### src/rtl/norz_mcycle_sequencer.sv
// NORZ bus machine-cycle sequencer: steps T-states for fetch/read/write cycles,
// inserts wait states, and arbitrates bus release on BUSRQ at cycle boundaries.
module norz_mcycle_sequencer #(
    parameter int MAX_WAIT = 15
) (
    input  logic       CLK,
    input  logic       RESET,
    input  logic       CYC_REQ,
    input  logic [1:0] CYC_TYPE,
    output logic       CYC_ACK,
    output logic       CYC_DONE,
    output logic       ILLEGAL,
    input  logic       TWAIT,
    output logic       WAIT_TIMEOUT,
    input  logic       BUSRQ,
    output logic       BUSAK,
    output logic [1:0] XPT,
    output logic [1:0] notXPT,
    output logic       M1,
    output logic       MREQ,
    output logic       RD,
    output logic       WR,
    output logic       RFSH,
    output logic       ADDR_OE,
    output logic       DATA_OE,
    output logic       SEL_AD_PC,
    output logic       INC_PC,
    output logic       DATA_LATCH,
    output logic       BUSY
);

    typedef enum logic [2:0] {
        S_IDLE = 3'd0,
        S_T1   = 3'd1,
        S_T2   = 3'd2,
        S_TW   = 3'd3,
        S_T3   = 3'd4,
        S_T4   = 3'd5,
        S_BAK  = 3'd6
    } state_t;

    localparam logic [1:0] TY_FETCH   = 2'b00;
    localparam logic [1:0] TY_READ    = 2'b01;
    localparam logic [1:0] TY_WRITE   = 2'b10;
    localparam logic [1:0] TY_ILLEGAL = 2'b11;
    localparam logic [7:0] WAIT_LIMIT = 8'(MAX_WAIT);

    state_t     state_reg, state_next;
    logic [1:0] type_reg, type_next;
    logic [7:0] wcnt_reg, wcnt_next;
    logic       illegal_reg, illegal_next;
    logic       timeout_reg, timeout_next;
    logic       accept_point;
    logic       is_fetch, is_read, is_write;

    assign is_fetch = (type_reg == TY_FETCH);
    assign is_read  = (type_reg == TY_READ);
    assign is_write = (type_reg == TY_WRITE);

    // A new cycle may start from idle or from the final T-state of the current one.
    assign accept_point = (state_reg == S_IDLE) || (state_reg == S_T4) ||
                          ((state_reg == S_T3) && !is_fetch);

    always_ff @(posedge CLK) begin
        if (RESET) begin
            state_reg   <= S_IDLE;
            type_reg    <= TY_FETCH;
            wcnt_reg    <= 8'd0;
            illegal_reg <= 1'b0;
            timeout_reg <= 1'b0;
        end else begin
            state_reg   <= state_next;
            type_reg    <= type_next;
            wcnt_reg    <= wcnt_next;
            illegal_reg <= illegal_next;
            timeout_reg <= timeout_next;
        end
    end

    always_comb begin
        state_next   = state_reg;
        type_next    = type_reg;
        wcnt_next    = wcnt_reg;
        illegal_next = 1'b0;
        timeout_next = 1'b0;
        if (accept_point) begin
            if (BUSRQ) begin
                state_next = S_BAK;
            end else if (CYC_REQ && (CYC_TYPE != TY_ILLEGAL)) begin
                state_next = S_T1;
                type_next  = CYC_TYPE;
                wcnt_next  = 8'd0;
            end else begin
                state_next   = S_IDLE;
                illegal_next = CYC_REQ;
            end
        end else begin
            case (state_reg)
                S_T1: state_next = S_T2;
                S_T2, S_TW: begin
                    if (!TWAIT) begin
                        state_next = S_T3;
                    end else if (wcnt_reg < WAIT_LIMIT) begin
                        state_next = S_TW;
                        wcnt_next  = wcnt_reg + 8'd1;
                    end else begin
                        state_next   = S_T3;
                        timeout_next = 1'b1;
                    end
                end
                S_T3:    state_next = S_T4;
                S_BAK:   state_next = BUSRQ ? S_BAK : S_IDLE;
                default: state_next = S_IDLE;
            endcase
        end
    end

    always_comb begin
        CYC_ACK    = 1'b0;
        CYC_DONE   = 1'b0;
        BUSAK      = 1'b0;
        XPT        = 2'd0;
        M1         = 1'b0;
        MREQ       = 1'b0;
        RD         = 1'b0;
        WR         = 1'b0;
        RFSH       = 1'b0;
        ADDR_OE    = 1'b0;
        DATA_OE    = 1'b0;
        SEL_AD_PC  = 1'b0;
        INC_PC     = 1'b0;
        DATA_LATCH = 1'b0;
        BUSY       = 1'b0;
        case (state_reg)
            S_T1: begin
                CYC_ACK   = 1'b1;
                BUSY      = 1'b1;
                ADDR_OE   = 1'b1;
                MREQ      = 1'b1;
                M1        = is_fetch;
                RD        = is_fetch || is_read;
                DATA_OE   = is_write;
                SEL_AD_PC = is_fetch;
            end
            S_T2, S_TW: begin
                XPT       = 2'd1;
                BUSY      = 1'b1;
                ADDR_OE   = 1'b1;
                MREQ      = 1'b1;
                M1        = is_fetch;
                RD        = is_fetch || is_read;
                WR        = is_write;
                DATA_OE   = is_write;
                SEL_AD_PC = is_fetch;
            end
            S_T3: begin
                XPT        = 2'd2;
                BUSY       = 1'b1;
                ADDR_OE    = 1'b1;
                MREQ       = 1'b1;
                RD         = is_read;
                WR         = is_write;
                DATA_OE    = is_write;
                RFSH       = is_fetch;
                DATA_LATCH = is_fetch || is_read;
                INC_PC     = is_fetch;
                SEL_AD_PC  = is_fetch;
                CYC_DONE   = !is_fetch;
            end
            S_T4: begin
                XPT       = 2'd3;
                BUSY      = 1'b1;
                ADDR_OE   = 1'b1;
                MREQ      = 1'b1;
                RFSH      = 1'b1;
                SEL_AD_PC = 1'b1;
                CYC_DONE  = 1'b1;
            end
            S_BAK:   BUSAK = 1'b1;
            default: ;
        endcase
    end

    assign ILLEGAL      = illegal_reg;
    assign WAIT_TIMEOUT = timeout_reg;

    generate
        for (genvar gi = 0; gi < 2; gi++) begin : g_notxpt
            assign notXPT[gi] = ~XPT[gi];
        end
    endgenerate

endmodule
### config.mk
export PLATFORM = sky130hd
export DESIGN_NAME = norz_mcycle_sequencer
export DESIGN_NICKNAME = d
export VERILOG_FILES = /design/src/rtl/norz_mcycle_sequencer.sv
export SDC_FILE = /design/constraint.sdc
export NUM_CORES = 1
export LEC_CHECK = 0
export CORE_MARGIN = 1
export CORE_UTILIZATION = 45
export CTS_CLUSTER_DIAMETER = 30
export DETAILED_ROUTE_END_ITERATION = 16
export PLACE_DENSITY = 0.83
export SLEW_MARGIN = 15
export SYNTH_ARGS = -nofsm -noshare
export SYNTH_HDL_FRONTEND = slang
export SYNTH_SLANG_ARGS = --single-unit
### constraint.sdc
create_clock -name CLK -period 2.43 [get_ports CLK]
set_clock_uncertainty 0.15 [all_clocks]
set_input_delay 0.486 -clock CLK [delete_from_list [all_inputs] [get_ports CLK]]
set_output_delay 0.486 -clock CLK [all_outputs]
set_load 0.05 [all_outputs]
* Word level (Yosys, flattened, before mapping)
Index checks and enable logic that the tools add are counted.
** Storage, ports and cells
- Flip-flop bits (word level) :: 15
- Bits of input ports :: 7
- Output and inout bits :: 20
- Logic and storage cells :: 71
** Cells by class
- $add $sub $neg :: 1
- Order comparisons :: 1
- Equal/unequal tests :: 11
- Mux-type cells :: 27
- Bitwise logic cells :: 6
- Reduce and logical (&&, ||, !) cells :: 20
** Operator list (number)
- $mux W8 :: 6
- $mux W3 :: 5
- $pmux W3 S4 :: 1
- $reduce_or A4 Y1 :: 3
- $mux W1 :: 10
- $eq A3 B3 Y1 const B :: 3
- $add A8 B1 Y8 const B :: 1
- $lt A8 B4 Y1 const B :: 1
- $pmux W1 S2 :: 4
- $eq A3 B2 Y1 const B :: 2
- $not A1 Y1 :: 6
- $pmux W2 S3 :: 1
- $reduce_bool A2 Y1 :: 3
- $reduce_or A3 Y1 :: 2
- $reduce_and A5 Y1 :: 1
- $reduce_or A5 Y1 :: 1
- $ne A2 B2 Y1 const B :: 2
- $eq A3 B1 Y1 const B :: 1
- $logic_not A3 Y1 :: 1
- $logic_or A1 B1 Y1 :: 3
- $reduce_and A3 Y1 :: 1
- $eq A2 B1 Y1 const B :: 1
- $eq A2 B2 Y1 const B :: 1
- $logic_and A1 B1 Y1 :: 2
- other kinds (4) :: 4

* Longest topological paths before layout
- Word-level depth :: 6
- Gate-level depth with buffers :: 5
- Mapped depth without buffers :: 4

* Worst setup path after synthesis
No wires, ideal clock.
- Path type :: register -> output
- Start point :: register state_reg[2]
- End point :: output SEL_AD_PC
- Arrival time :: 2.451 ns
- Required time :: 1.794 ns
- Setup slack :: -0.657 ns
- Cell stages (with the launch flop) :: 5
- Path buffers :: 1
- Cell sequence :: dfxtp_1 clkbuf_1 nor3_1 a21oi_1 a21boi_1
** Between the ends
- Longest elaborated chain between the ends :: 3
- Elaborated cells between the ends (all ways) :: 7
- Those cells by class :: eq/ne (5); mux (1); reduce/logical (1)
** Ends and longest elaborated chain
- start: declaration :: line 48 : state_t state_reg, state_next;
- start signal: assignment :: line 72 : state_reg <= state_next;
- $eq A3 B3 Y1 (tied with other cells) :: line 134 : case (state_reg)
- $reduce_or A4 Y1 (no line)
- $pmux W1 S2 (*) :: line 134
- end: declaration :: line 26 : output logic SEL_AD_PC,
Mark *: on every way between the ends. The rest lies on a longest branch, timed or not.

* Worst setup path after layout
- Start point :: register state_reg[1]
- End point :: output DATA_OE
** Between the ends
- Longest elaborated chain between the ends :: 3
- Elaborated cells between the ends (all ways) :: 6
- Those cells by class :: eq/ne (4); mux (1); reduce/logical (1)
** Ends and longest elaborated chain
- $eq A3 B3 Y1 (tied with other cells) :: line 134
- $reduce_or A4 Y1 (no line) (*)
- $mux W1 (*) :: line 134
- end: declaration :: line 25 : output logic DATA_OE,
Marked as above.

==> summary.txt <==
Synthesis
  – Syn nets: about 110
  – Synth unique cells: 39
  – Synth top area cells: dfxtp_1, a21oi_1, nor4b_1
  – Main synth FF type: dfxtp_1
  – Seq/Total Area, Yosys: 0.352
  – Leading area contributor after synthesis: dfxtp_1
  – Synth cell count leaders: dfxtp_1, a21oi_1, nand2_1
  – Synthesized area: around 850 sq um
  – Mapped Avg Cell Area: a little over 8 sq um
  – EDFF count, synth: 0
  – Post-synthesis cell count: 103
  – Most common cell in the netlist: dfxtp_1
  – #FFs+latches synth: 15
  – Ys async rst share: 0
  – Area share of the largest cell type after synthesis: 0.352
  – YS warnings: 0

Finish
  – Layout area overhead: 43.3%
  – Ratio of cells with drive above 1 in the final layout: 0.266
  – Final instance area: ~1200 sq um
  – Fin cells: 153
  – Max reg flops: 8
  – Number of antenna repair diodes: 0
  – Nets: about 140

Clock tree
  – H-tree levels: 1
  – Post-CTS Setup Repair Bufs: 0
  – CTS root buffer: clkbuf_4
  – Clk slew on worst S/H paths: roughly 0.09 ns
  – Num CTS Buffers: 3
  – Clock sinks: 15
  – Max clock buf depth: 2
  – Hold_buf cts: 0
  – CTS tree: built
  – Clk_lat worst skew: 0.28 ns

Global routing
  – First-pass GRT wire length: 3330 microns
  – GRT overflow: 0
  – Initial antenna violation count: 0
  – Gr usage total: 0.222
  – Number of global-route vias before repair: approximately 760
  – Largest net degree at the start of global routing: 15

Worst setup path
  – WP data arrival: roughly 1.7 ns
  – Worst reg2reg startpoint: wcnt_reg[6]
  – Cell depth of the worst flop-to-flop path: 4
  – Startpoint Class: flop
  – FF-to-FF End: wcnt_reg[2]
  – Worst EP required: ~1.8 ns
  – R2r setup slk: about 0.37 ns
  – CP Max Fanout: 11
  – Worst Setup End Kind: output port
  – CP Class: flop to output port

STA
  – Worst-margin pin slew: a little under 0.5 ns
  – Final Hold Viols: 0
  – # setup viols final: 0
  – Setup WS post-layout: between 0.1 and 0.15 ns
  – Final min period: around 2.3 ns
  – RSZ-0062 raised after global routing: no
  – Max Freq: between 0.4 and 0.5 GHz
  – Final period utilization: 0.956
  – Slew headroom: 0.673
  – Max-slew violations: 0

Drt
  – Average routed wire per standard cell: about 13 microns
  – Routed wl met2: between 1000 and 1500 microns
  – Drt drc: 0
  – Highest Signal Layer: met4
  – Final ANT Viol Nets: 0
  – Final WL: 2060 microns
  – Routed vias: about 860
  – Vias/cell: ~5.6
  – Post-Route M1 WL: 881 microns
  – WL met3: approximately 83 microns
  – Starting DRT DRC Count: 21
  – Pre-Repair DR Iteration Count: 4

Status
  – Run status: complete, no violations

Power
  – P per Cell Area: approximately 940 nW/um^2
  – LEAKAGE: slightly below 0.5 nW
  – Max VDD drop: 0.000672 V
  – Sequential share of power: 0.259
  – Psw: 0.000554 W
  – Switching share of total power: 0.485
  – Clk pwr share: 0.123
  – Combinational power share: 0.618
  – Design internal power: just under 0.0006 W

Floorplan
  – IO Pins: 27
  – Die ar.: about 2100 sq um
  – Cell Rows: 15
  – Starting Density: 0.489
  – CORE AREA: around 1700 sq um
  – Die height: about 46 microns
  – Die W: ~46 microns

Worst hold path
  – HP Start: wcnt_reg[6]
  – Hold Path Class: flop to flop
  – Worst Hold End: wcnt_reg[6]
  – Worst hold path depth: 1

Place
  – Placed insts: 149
  – Post-DP Area: approximately 1200 sq um
  – Buffers on Ports: 26
  – GPL Wtd Cong: about 0.82
  – Placed wire-length estimate: around 1600 microns
  – Dpl ws: 0.173 ns

Run
  – Max Cap Viol: 0
[power groups by stage]
stage	Combinational [W]	Sequential, W	Clock (W)
after global routing	0.000742	0.000300	0.000157
after CTS	0.000711	0.000294	0.000141
final	0.000707	0.000296	0.000141
after floorplan	0.000490	0.000278	0
after global placement	0.000697	0.000298	0
after detailed placement	0.000710	0.000300	0
[critical path, stage by stage, from the launching register on]
cell and delay, ns:
dfxtp_1 0.56, nor2_1 0.16, or2_1 0.27, a21oi_1 0.24, buf_12 0.17
[per-stage QoR]
step           hold WS (ns)  power (W)  utilization  TNS [ns]
6_report              0.324    0.00114        0.700         0
5_1_grt               0.351    0.00120        0.700         0
4_1_cts               0.325    0.00115        0.700         0
3_5_place_dp          0.300    0.00101        0.685         0
3_3_place_gp          0.294   0.000996        0.685         0
2_1_floorplan         0.281   0.000769            -    -0.178
[how the worst max path moves through the flow]
stage	start	endpoint	cells after the start
2_1_floorplan	state_reg[0]	SEL_AD_PC	4
3_3_place_gp	TWAIT	wcnt_reg[2]	5
3_5_place_dp	TWAIT	wcnt_reg[2]	5
4_1_cts	state_reg[0]	DATA_OE	4
5_1_grt	state_reg[1]	RD	4
6_report	state_reg[1]	DATA_OE	4
[metal layers]
layer	vias to the layer above	track usage
li1	434	-
met1	388	0.268
met2	28	0.380
met3	5	0.0159
met4	0	0.133
met5	-	0
[kinds of logic (layout without fill, tap and decap cells)]
| family | after synthesis | count (layout) | share of synthesized area |
|---|---|---|---|
| simple gates | 46 | 46 | 0.312 |
| compound gates | 30 | 30 | 0.264 |
| flops | 15 | 15 | 0.352 |
| buf+inv | 11 | 36 | 0.0572 |
| fa+ha+maj | 1 | 1 | 0.0147 |
[timing repair]
item                                    in CTS  in global routing
hold endpoints to repair                     0                  0
gates resized for setup                      0                  1
endpoints found under the setup margin       0                  2
[cell type report]
type / count / area, sq um
inverter: 5 / 18.8
sequential: 15 / 302
timing repair buffer: 27 / 323
clock buffer: 4 / 26.3
fill: 147 / 523
tap: 25 / 31.3
multi-input combinational: 77 / 522
[cells in the final DEF (no fill, tap or decap), drive strengths merged, types with 3 or more instances in the layout]
cell           instances
nand2                  8
clkdlybuf4s50          8
clkbuf                 4
nor3                   6
nor4b                  4
inv                    5
dfxtp                 15
nand2b                 3
o21ai                  3
and2                   3
buf                   19
nor2                   6
nand3                  4
a21oi                 10
Note: power is estimated with default switching activity, not from simulation.
